$ cat src/rtl/fourphase_pkg.sv
// Shared definitions for the four-phase bundled-data link.
// Contents:
//   fp_state_e             - transmitter handshake FSM states
//   FP_SYNC_STAGES_DEFAULT - default ack/req synchronizer depth; the
//                            receiving-side block uses the same default
package fourphase_pkg;

    typedef enum logic [1:0] {
        IDLE   = 2'd0,
        SETUP  = 2'd1,
        REQ_HI = 2'd2,
        REQ_LO = 2'd3
    } fp_state_e;

    localparam int FP_SYNC_STAGES_DEFAULT = 2;

endpackage

$ cat src/rtl/sync_flop.sv
// N-stage flop synchronizer for a single asynchronous bit.
// Ports:
//   clk - destination clock
//   rst - asynchronous active-high reset, clears every stage to 0
//   d_i - asynchronous input
//   q_o - synchronized output (N clk edges of latency)
module sync_flop #(
    parameter int N = 2
) (
    input  logic clk,
    input  logic rst,
    input  logic d_i,
    output logic q_o
);

    logic [N-1:0] sync_q;

    always_ff @(posedge clk or posedge rst) begin
        if (rst) begin
            sync_q <= '0;
        end else begin
            sync_q <= {sync_q[N-2:0], d_i};
        end
    end

    assign q_o = sync_q[N-1];

endmodule

$ cat src/rtl/fourphase_tx.sv
// Clocked four-phase (return-to-zero) bundled-data transmitter.
// Words enter through a small FIFO and are driven onto data_out, held for
// SETUP_CYCLES, then handed to the asynchronous pipeline with req/ack.
// Ports:
//   clk, rst     - clock, asynchronous active-high reset
//   in_data      - word to send
//   in_valid     - in_data is valid
//   in_ready     - FIFO has room
//   data_out     - registered bundled data toward the async pipeline
//   req          - registered four-phase request
//   ack          - four-phase acknowledge, asynchronous to clk
//   busy         - handshake in progress or FIFO not empty
//   level        - FIFO occupancy
//   dbg_state_o  - current handshake FSM state
//
// Input handshake: a word is accepted on every rising clk edge where
// in_valid and in_ready are both high; in_ready depends only on registered
// occupancy, so it never combinationally depends on in_valid.
module fourphase_tx
    import fourphase_pkg::*;
#(
    parameter int WIDTH        = 8,
    parameter int DEPTH        = 4,
    parameter int SETUP_CYCLES = 2,
    parameter int SYNC_STAGES  = FP_SYNC_STAGES_DEFAULT
) (
    input  logic                   clk,
    input  logic                   rst,
    input  logic [WIDTH-1:0]       in_data,
    input  logic                   in_valid,
    output logic                   in_ready,
    output logic [WIDTH-1:0]       data_out,
    output logic                   req,
    input  logic                   ack,
    output logic                   busy,
    output logic [$clog2(DEPTH):0] level,
    output fp_state_e              dbg_state_o
);

    localparam int AW = $clog2(DEPTH);
    localparam int CW = (SETUP_CYCLES > 1) ? $clog2(SETUP_CYCLES) : 1;
    localparam logic [AW:0]   LVL_FULL = (AW+1)'(DEPTH);
    localparam logic [CW-1:0] CNT_INIT = (SETUP_CYCLES > 0) ? CW'(SETUP_CYCLES - 1) : '0;

    logic [WIDTH-1:0] mem_q [DEPTH];
    logic [AW-1:0]    wr_ptr_q, rd_ptr_q;
    logic [AW:0]      level_q;
    logic             push, pop;
    logic             ack_s;

    fp_state_e        state_q, state_d;
    logic [CW-1:0]    cnt_q, cnt_d;
    logic             req_q, req_d;
    logic [WIDTH-1:0] data_q, data_d;

    sync_flop #(.N(SYNC_STAGES)) u_ack_sync (
        .clk (clk),
        .rst (rst),
        .d_i (ack),
        .q_o (ack_s)
    );

    // ---------------- FIFO ----------------
    assign in_ready = (level_q != LVL_FULL);
    assign push     = in_valid & in_ready;

    // Storage is not reset: only entries below level_q are ever read.
    always_ff @(posedge clk) begin
        if (push) begin
            mem_q[wr_ptr_q] <= in_data;
        end
    end

    // DEPTH is a power of two, so natural pointer overflow wraps modulo DEPTH.
    always_ff @(posedge clk or posedge rst) begin
        if (rst) begin
            wr_ptr_q <= '0;
            rd_ptr_q <= '0;
            level_q  <= '0;
        end else begin
            if (push) wr_ptr_q <= wr_ptr_q + AW'(1);
            if (pop)  rd_ptr_q <= rd_ptr_q + AW'(1);
            case ({push, pop})
                2'b10:   level_q <= level_q + (AW+1)'(1);
                2'b01:   level_q <= level_q - (AW+1)'(1);
                default: level_q <= level_q;
            endcase
        end
    end

    // ---------------- Handshake FSM ----------------
    always_ff @(posedge clk or posedge rst) begin
        if (rst) begin
            state_q <= IDLE;
            cnt_q   <= '0;
            req_q   <= 1'b0;
            data_q  <= '0;
        end else begin
            state_q <= state_d;
            cnt_q   <= cnt_d;
            req_q   <= req_d;
            data_q  <= data_d;
        end
    end

    // A pop only ever happens with req low and ack_s low, so data_out never
    // moves while the responder may be sampling it. Pops read level_q, which
    // excludes a word being pushed on the same edge (no bypass).
    always_comb begin
        state_d = state_q;
        cnt_d   = cnt_q;
        req_d   = req_q;
        data_d  = data_q;
        pop     = 1'b0;
        case (state_q)
            IDLE: begin
                // A high ack_s here is a leftover from an earlier or aborted
                // handshake; wait for it to return to zero first.
                if (level_q != '0 && !ack_s) begin
                    pop    = 1'b1;
                    data_d = mem_q[rd_ptr_q];
                    if (SETUP_CYCLES == 0) begin
                        req_d   = 1'b1;
                        state_d = REQ_HI;
                    end else begin
                        cnt_d   = CNT_INIT;
                        state_d = SETUP;
                    end
                end
            end
            SETUP: begin
                if (cnt_q == '0) begin
                    req_d   = 1'b1;
                    state_d = REQ_HI;
                end else begin
                    cnt_d = cnt_q - CW'(1);
                end
            end
            REQ_HI: begin
                if (ack_s) begin
                    req_d   = 1'b0;
                    state_d = REQ_LO;
                end
            end
            REQ_LO: begin
                if (!ack_s) begin
                    if (level_q != '0) begin
                        pop    = 1'b1;
                        data_d = mem_q[rd_ptr_q];
                        if (SETUP_CYCLES == 0) begin
                            req_d   = 1'b1;
                            state_d = REQ_HI;
                        end else begin
                            cnt_d   = CNT_INIT;
                            state_d = SETUP;
                        end
                    end else begin
                        state_d = IDLE;
                    end
                end
            end
            default: state_d = IDLE;
        endcase
    end

    assign data_out    = data_q;
    assign req         = req_q;
    assign level       = level_q;
    assign busy        = (state_q != IDLE) || (level_q != '0);
    assign dbg_state_o = state_q;

endmodule

$ cat config.mk
export PLATFORM = sky130hd
export DESIGN_NAME = fourphase_tx
export DESIGN_NICKNAME = d
export VERILOG_FILES = /design/src/rtl/fourphase_pkg.sv /design/src/rtl/sync_flop.sv /design/src/rtl/fourphase_tx.sv
export SDC_FILE = /design/constraint.sdc
export NUM_CORES = 1
export LEC_CHECK = 0
export CAP_MARGIN = 20
export CORE_MARGIN = 2
export CORE_UTILIZATION = 55
export CTS_BUF_LIST = sky130_fd_sc_hd__clkbuf_8 sky130_fd_sc_hd__clkbuf_16
export CTS_CLUSTER_SIZE = 40
export DETAILED_ROUTE_END_ITERATION = 6
export PLACE_DENSITY = 0.8
export RECOVER_POWER = 25
export REMOVE_ABC_BUFFERS = 1
export SKIP_CTS_REPAIR_TIMING = 1
export SLEW_MARGIN = 10
export SYNTH_ARGS = -nofsm -noshare
export SYNTH_HDL_FRONTEND = slang
export SYNTH_SLANG_ARGS = --single-unit
$ cat constraint.sdc
create_clock -name clk -period 5.5 [get_ports clk]
set_clock_uncertainty 0.05 [all_clocks]
set_input_delay 0.55 -clock clk [delete_from_list [all_inputs] [get_ports clk]]
set_output_delay 0.55 -clock clk [all_outputs]
set_load 0.01 [all_outputs]
Yosys cells after proc, flatten, opt, wreduce, memory -nomap -nowiden --
Memories as Yosys holds them, arrays and structs flattened. Cells that the tools add are included. W data, S select, Z words.
Word-level totals: bits in writable memories 32, output and inout port bits 16, input bits 12, memories 1, register bits 21
Operators by class: reduce and logical (&&, ||, !) cells 14, equal/unequal tests 11, bitwise operators 1, mux-type cells 25, $add $sub $neg 5
Memory list:
- mem_q | depth 4, width 8, read ports 1, clocked after Yosys merged registers in 0, wr ports 1, line fourphase_tx.sv:45 | logic [WIDTH-1:0] mem_q [DEPTH];
Operators with widths (number):
- $mux W8 | 3
- $pmux W8 S2 | 1
- $mux W1 | 12
- $reduce_and A4 Y1 | 3
- $mux W2 | 4
- $ne A2 B2 Y1 const B | 4
- $pmux W2 S4 | 1
- $reduce_bool A2 Y1 | 4
- $eq A2 B2 Y1 const B | 3
- $pmux W3 S2 | 1
- $reduce_bool A3 Y1 | 2
- $add A2 B1 Y2 const B | 2
- $eq A2 B1 Y1 const B | 2
- $pmux W1 S2 | 2
- $add A3 B1 Y3 const B | 1
- $ne A3 B3 Y1 const B | 1
- $pmux W1 S3 | 1
- $reduce_and A3 Y1 | 1
- $sub A3 B1 Y3 const B | 1
- $logic_not A2 Y1 | 1
- $ne A2 B1 Y1 const B | 1
- $and A1 B1 Y1 | 1
- $logic_and A1 B1 Y1 | 1
- $logic_not A1 Y1 | 1
- other kinds (2) | 2

Longest topological paths before layout --
depth after elaboration 6, gate-level depth with buffers 10

Modules after synthesis --
Synthesis repeated with hierarchy kept, for this count alone.
Second synthesis, totals: cell total of the unflattened synthesis 132, area total of the unflattened synthesis 2242.2 µm²
Modules (own cells, without submodules):
- fourphase_tx | area an instance 2188.3 µm², seq. area each 1436.4 µm², cells an instance 129, instances 1
- sync_flop | area an instance 53.8 µm², seq. area each 50.0 µm², cells an instance 3, instances 1

Worst setup path after synthesis --
OpenSTA, ideal clock, no wires.
path kind register -> register, start point register state_q[0], in the netlist dbg_state_o[0], end point register level_q[2], in the netlist level[2], setup time 80 ps, stages on the path, launching flop included 10, required time 5370 ps, slack 3141 ps, data arrival time 2229 ps, clock period less this slack 2359 ps, cell sequence dfrtp_1 > inv_1 > ha_1 > nor4_4 > ha_1 > inv_1 > fa_1 > xor2_1 > nor2_1 > xor2_1
On the way: cells in the longest elaborated chain, start to end 4
RTL lines:
- start, declared | line fourphase_tx.sv:51 | fp_state_e state_q, state_d;
- start signal, assigned | line fourphase_tx.sv:99 | state_q <= state_d;
- $eq A2 B2 Y1 / $logic_not A2 Y1 (equally long branches) | line fourphase_tx.sv:115 | case (state_q)
- $pmux W1 S2 * | line fourphase_tx.sv:115
- named net pop | line fourphase_tx.sv:48 | logic push, pop;
- $eq A2 B1 Y1 / $eq A2 B2 Y1 (equally long branches) | line fourphase_tx.sv:83 | case ({push, pop})
- $pmux W3 S2 / $reduce_bool A2 Y1 (equally long branches)
- end signal, assigned | line fourphase_tx.sv:84 | 2'b10: level_q <= level_q + (AW+1)'(1);
- end signal, assigned | line fourphase_tx.sv:85 | 2'b01: level_q <= level_q - (AW+1)'(1);
- end signal, assigned | line fourphase_tx.sv:86 | default: level_q <= level_q;
- end, declared | line fourphase_tx.sv:47 | logic [AW:0] level_q;
Mark *: on every way through the listed nets, which the timed path passes. The rest lies on a longest branch. A chain may end at the register's enable or synchronous reset.

Worst setup path after layout --
start point register state_q[0], in the netlist dbg_state_o[0], end point output busy
On the way: cells in the longest elaborated chain, start to end 2
RTL lines:
- $reduce_bool A2 Y1 | line fourphase_tx.sv:169 | assign busy = (state_q != IDLE) || (level_q != '0);
- $logic_or A1 B1 Y1 | line fourphase_tx.sv:169
- end, declared | line fourphase_tx.sv:35 | output logic busy,
Every way passes these cells.

==> results.cfg <==
[die]
ioPinCount = 28
die_area_sq_mm = 0.00468
die_w_microns = 68.4
core-area_sq_mm = 0.00400
rows = 23
initial_core_util = 0.571
die_y_microns = 68.4

[cts]
cts_tree = done
clk_latency_ns = 0.29
cts_sinks = 53
clockRootBuffer = clkbuf_8
clk_pin_slew_ns = 0.09
numCtsBuffers = 5
clockBufferDepth = 2
htreeDepth = 2

[sta]
maxSlewViolCount = 0
fmax_mhz = 398
setup_viol = 0
post-route-min-period_ns = 2.51
rsz0062_at_grt = no
tightest_slew_ns = 0.846
hold_viol_final = 0
relSlewSlack = 0.435
fin_crit_sh = 0.456
fin_setup_tns_ns = 0

[global_routing]
antenna_found_initial = 0
grt_first_pass_wirelength_mm = 5.72
grt_pass1_vias = 1251
track_usage = 0.178
gr-total-overflow = 0
grt_max_degree = 22

[yosys]
synth.area.top_cells = edfxtp_1, dfrtp_1, mux4_1, ha_1, mux2_2
yosys.area.top_type = edfxtp_1
syn_avg_cell_area_sq_um = 17.6
ys.warnings.count = 0
ys_seq_area_frac = 0.651
ys_seq_elements = 53
synth_top_cell_area_share = 0.421
syn_area_sq_mm = 0.00228
synth_cell_types = 28
syn-instance-count = 130

[routing]
drcViolationCount = 0
wl_mm = 3.61
routed.top_layer = met4
viasPerCell = 5.50
vias = 1172
wl_met1_mm = 1.35
avgRoutedWirePerCell_microns = 16.9
drtAntennaViolNets = 0
routed-wl-met2_mm = 2.10
firstDrtPassIters = 4
wl_met3_microns = 132
drtIter0Drc = 49

[setup_path]
cp_data_required_time_ns = 4.90
reg2regPathDepth = 9
end_kind = output pin
r2r_slack_ns = 3.02
startpoint_type = register
worstPathMaxFanout = 6
worstPathArrival_ns = 1.91
worst-setup-path-type = reg2out

[cells_and_area]
nNetsFinal = 186
area_growth_pct = 18.8
drive_gt1_frac = 0.123
layout_commonest_cell = edfxtp_1
final_area_sq_mm = 0.00271
final_cell_mix = edfxtp_1, dfrtp_1, clkdlybuf4s50_1
antenna_cells = 0

[power_and_ir_drop]
ir_worst_vdd_mv = 0.342
p_leak_nw = 1.05
p_per_area_mw_per_mm2 = 537

[placement]
port_buffers = 27
gp_congestion = 0.694
hpwlAfterDp_mm = 2.60
placed_area_sq_mm = 0.00260

[hold_path]
hp-class = reg2reg
hold_path_depth = 0

[job]
maxCapViolCount = 0

[outcome]
status = finished clean
[where the power goes]
group          leakage (nW)  internal [mW]  switching [mW]
clock                0.0518          0.134           0.117
sequential            0.537          0.551           0.105
combinational         0.466          0.303           0.244
[registers in the layout, summed over array words and instances, names as in the netlist]
register	count
dbg_state_o	2
level	3
req	1
u_ack_sync.sync_q	2
cnt_q	1
mem_q	32
data_out	8
rd_ptr_q	2
wr_ptr_q	2
[cell usage after synthesis]
library cell	number
and4b_1	1
o21ai_0	5
buf_6	1
mux2i_1	1
a22o_1	1
nor4b_1	1
o31ai_1	1
nand3_1	1
nor4_4	1
nor3_4	2
a21oi_1	1
buf_1	1
xnor2_1	3
mux4_1	8
inv_1	9
o22a_1	1
edfxtp_1	32
nor4b_2	1
dfrtp_1	21
nand2b_1	1
nor2b_1	1
nand2_1	6
xor2_1	3
nor2_1	2
mux2_2	9
and3_1	4
fa_1	1
ha_1	11
[cell families after synthesis]
| family | Yosys count | share of synthesized area |
|---|---|---|
| flops | 53 | 0.651 |
| buf+inv | 11 | 0.0214 |
| xor+xnor | 6 | 0.0230 |
| fa+ha+maj | 12 | 0.0691 |
| compound gates | 9 | 0.0241 |
| simple gates | 21 | 0.0702 |
| mux | 18 | 0.141 |
[layout make-up]
class,instances,area [sq um]
tap,50,62.6
fill,275,1290
multi-input combinational,66,747
clock inverter,3,41.3
timing repair buffer,27,270
clock buffer,5,68.8
sequential,53,1490
inverter,9,33.8
[path summary, 6_finish.rpt]
path	start	endpoint
worst max-delay path	dbg_state_o[0]	busy
worst min-delay path	u_ack_sync.sync_q[0]	u_ack_sync.sync_q[1]
worst max register to register	dbg_state_o[0]	level[2]
worst min register to register	u_ack_sync.sync_q[0]	u_ack_sync.sync_q[1]
max in group asynchronous	rst	data_out[3]
min in group asynchronous	rst	cnt_q
[through the flow]
stage	cells	power (mW)	util	hold WS [ns]	setup WS, ns
3_3_place_gp	205	1.19	0.650	0.285	3.14
5_1_grt	213	1.56	0.678	0.328	2.81
4_1_cts	213	1.47	0.678	0.318	2.97
2_1_floorplan	128	1.00	-	0.281	3.14
6_report	213	1.45	0.678	0.316	2.99
3_5_place_dp	205	1.22	0.650	0.287	3.02
[metal layers]
layer,global-route usage,vias to the layer above
met5,0,-
met4,0.0550,0
met3,0.0428,4
met2,0.347,25
met1,0.182,590
li1,-,553
[critical path, cell delays in order (launching register included)]
cell and delay [ns]:
dfrtp_1 0.43, inv_1 0.17, ha_1 0.23, nor4b_2 0.25, inv_1 0.07, clkdlybuf4s50_1 0.47
Power figures use the tool's default switching activity.
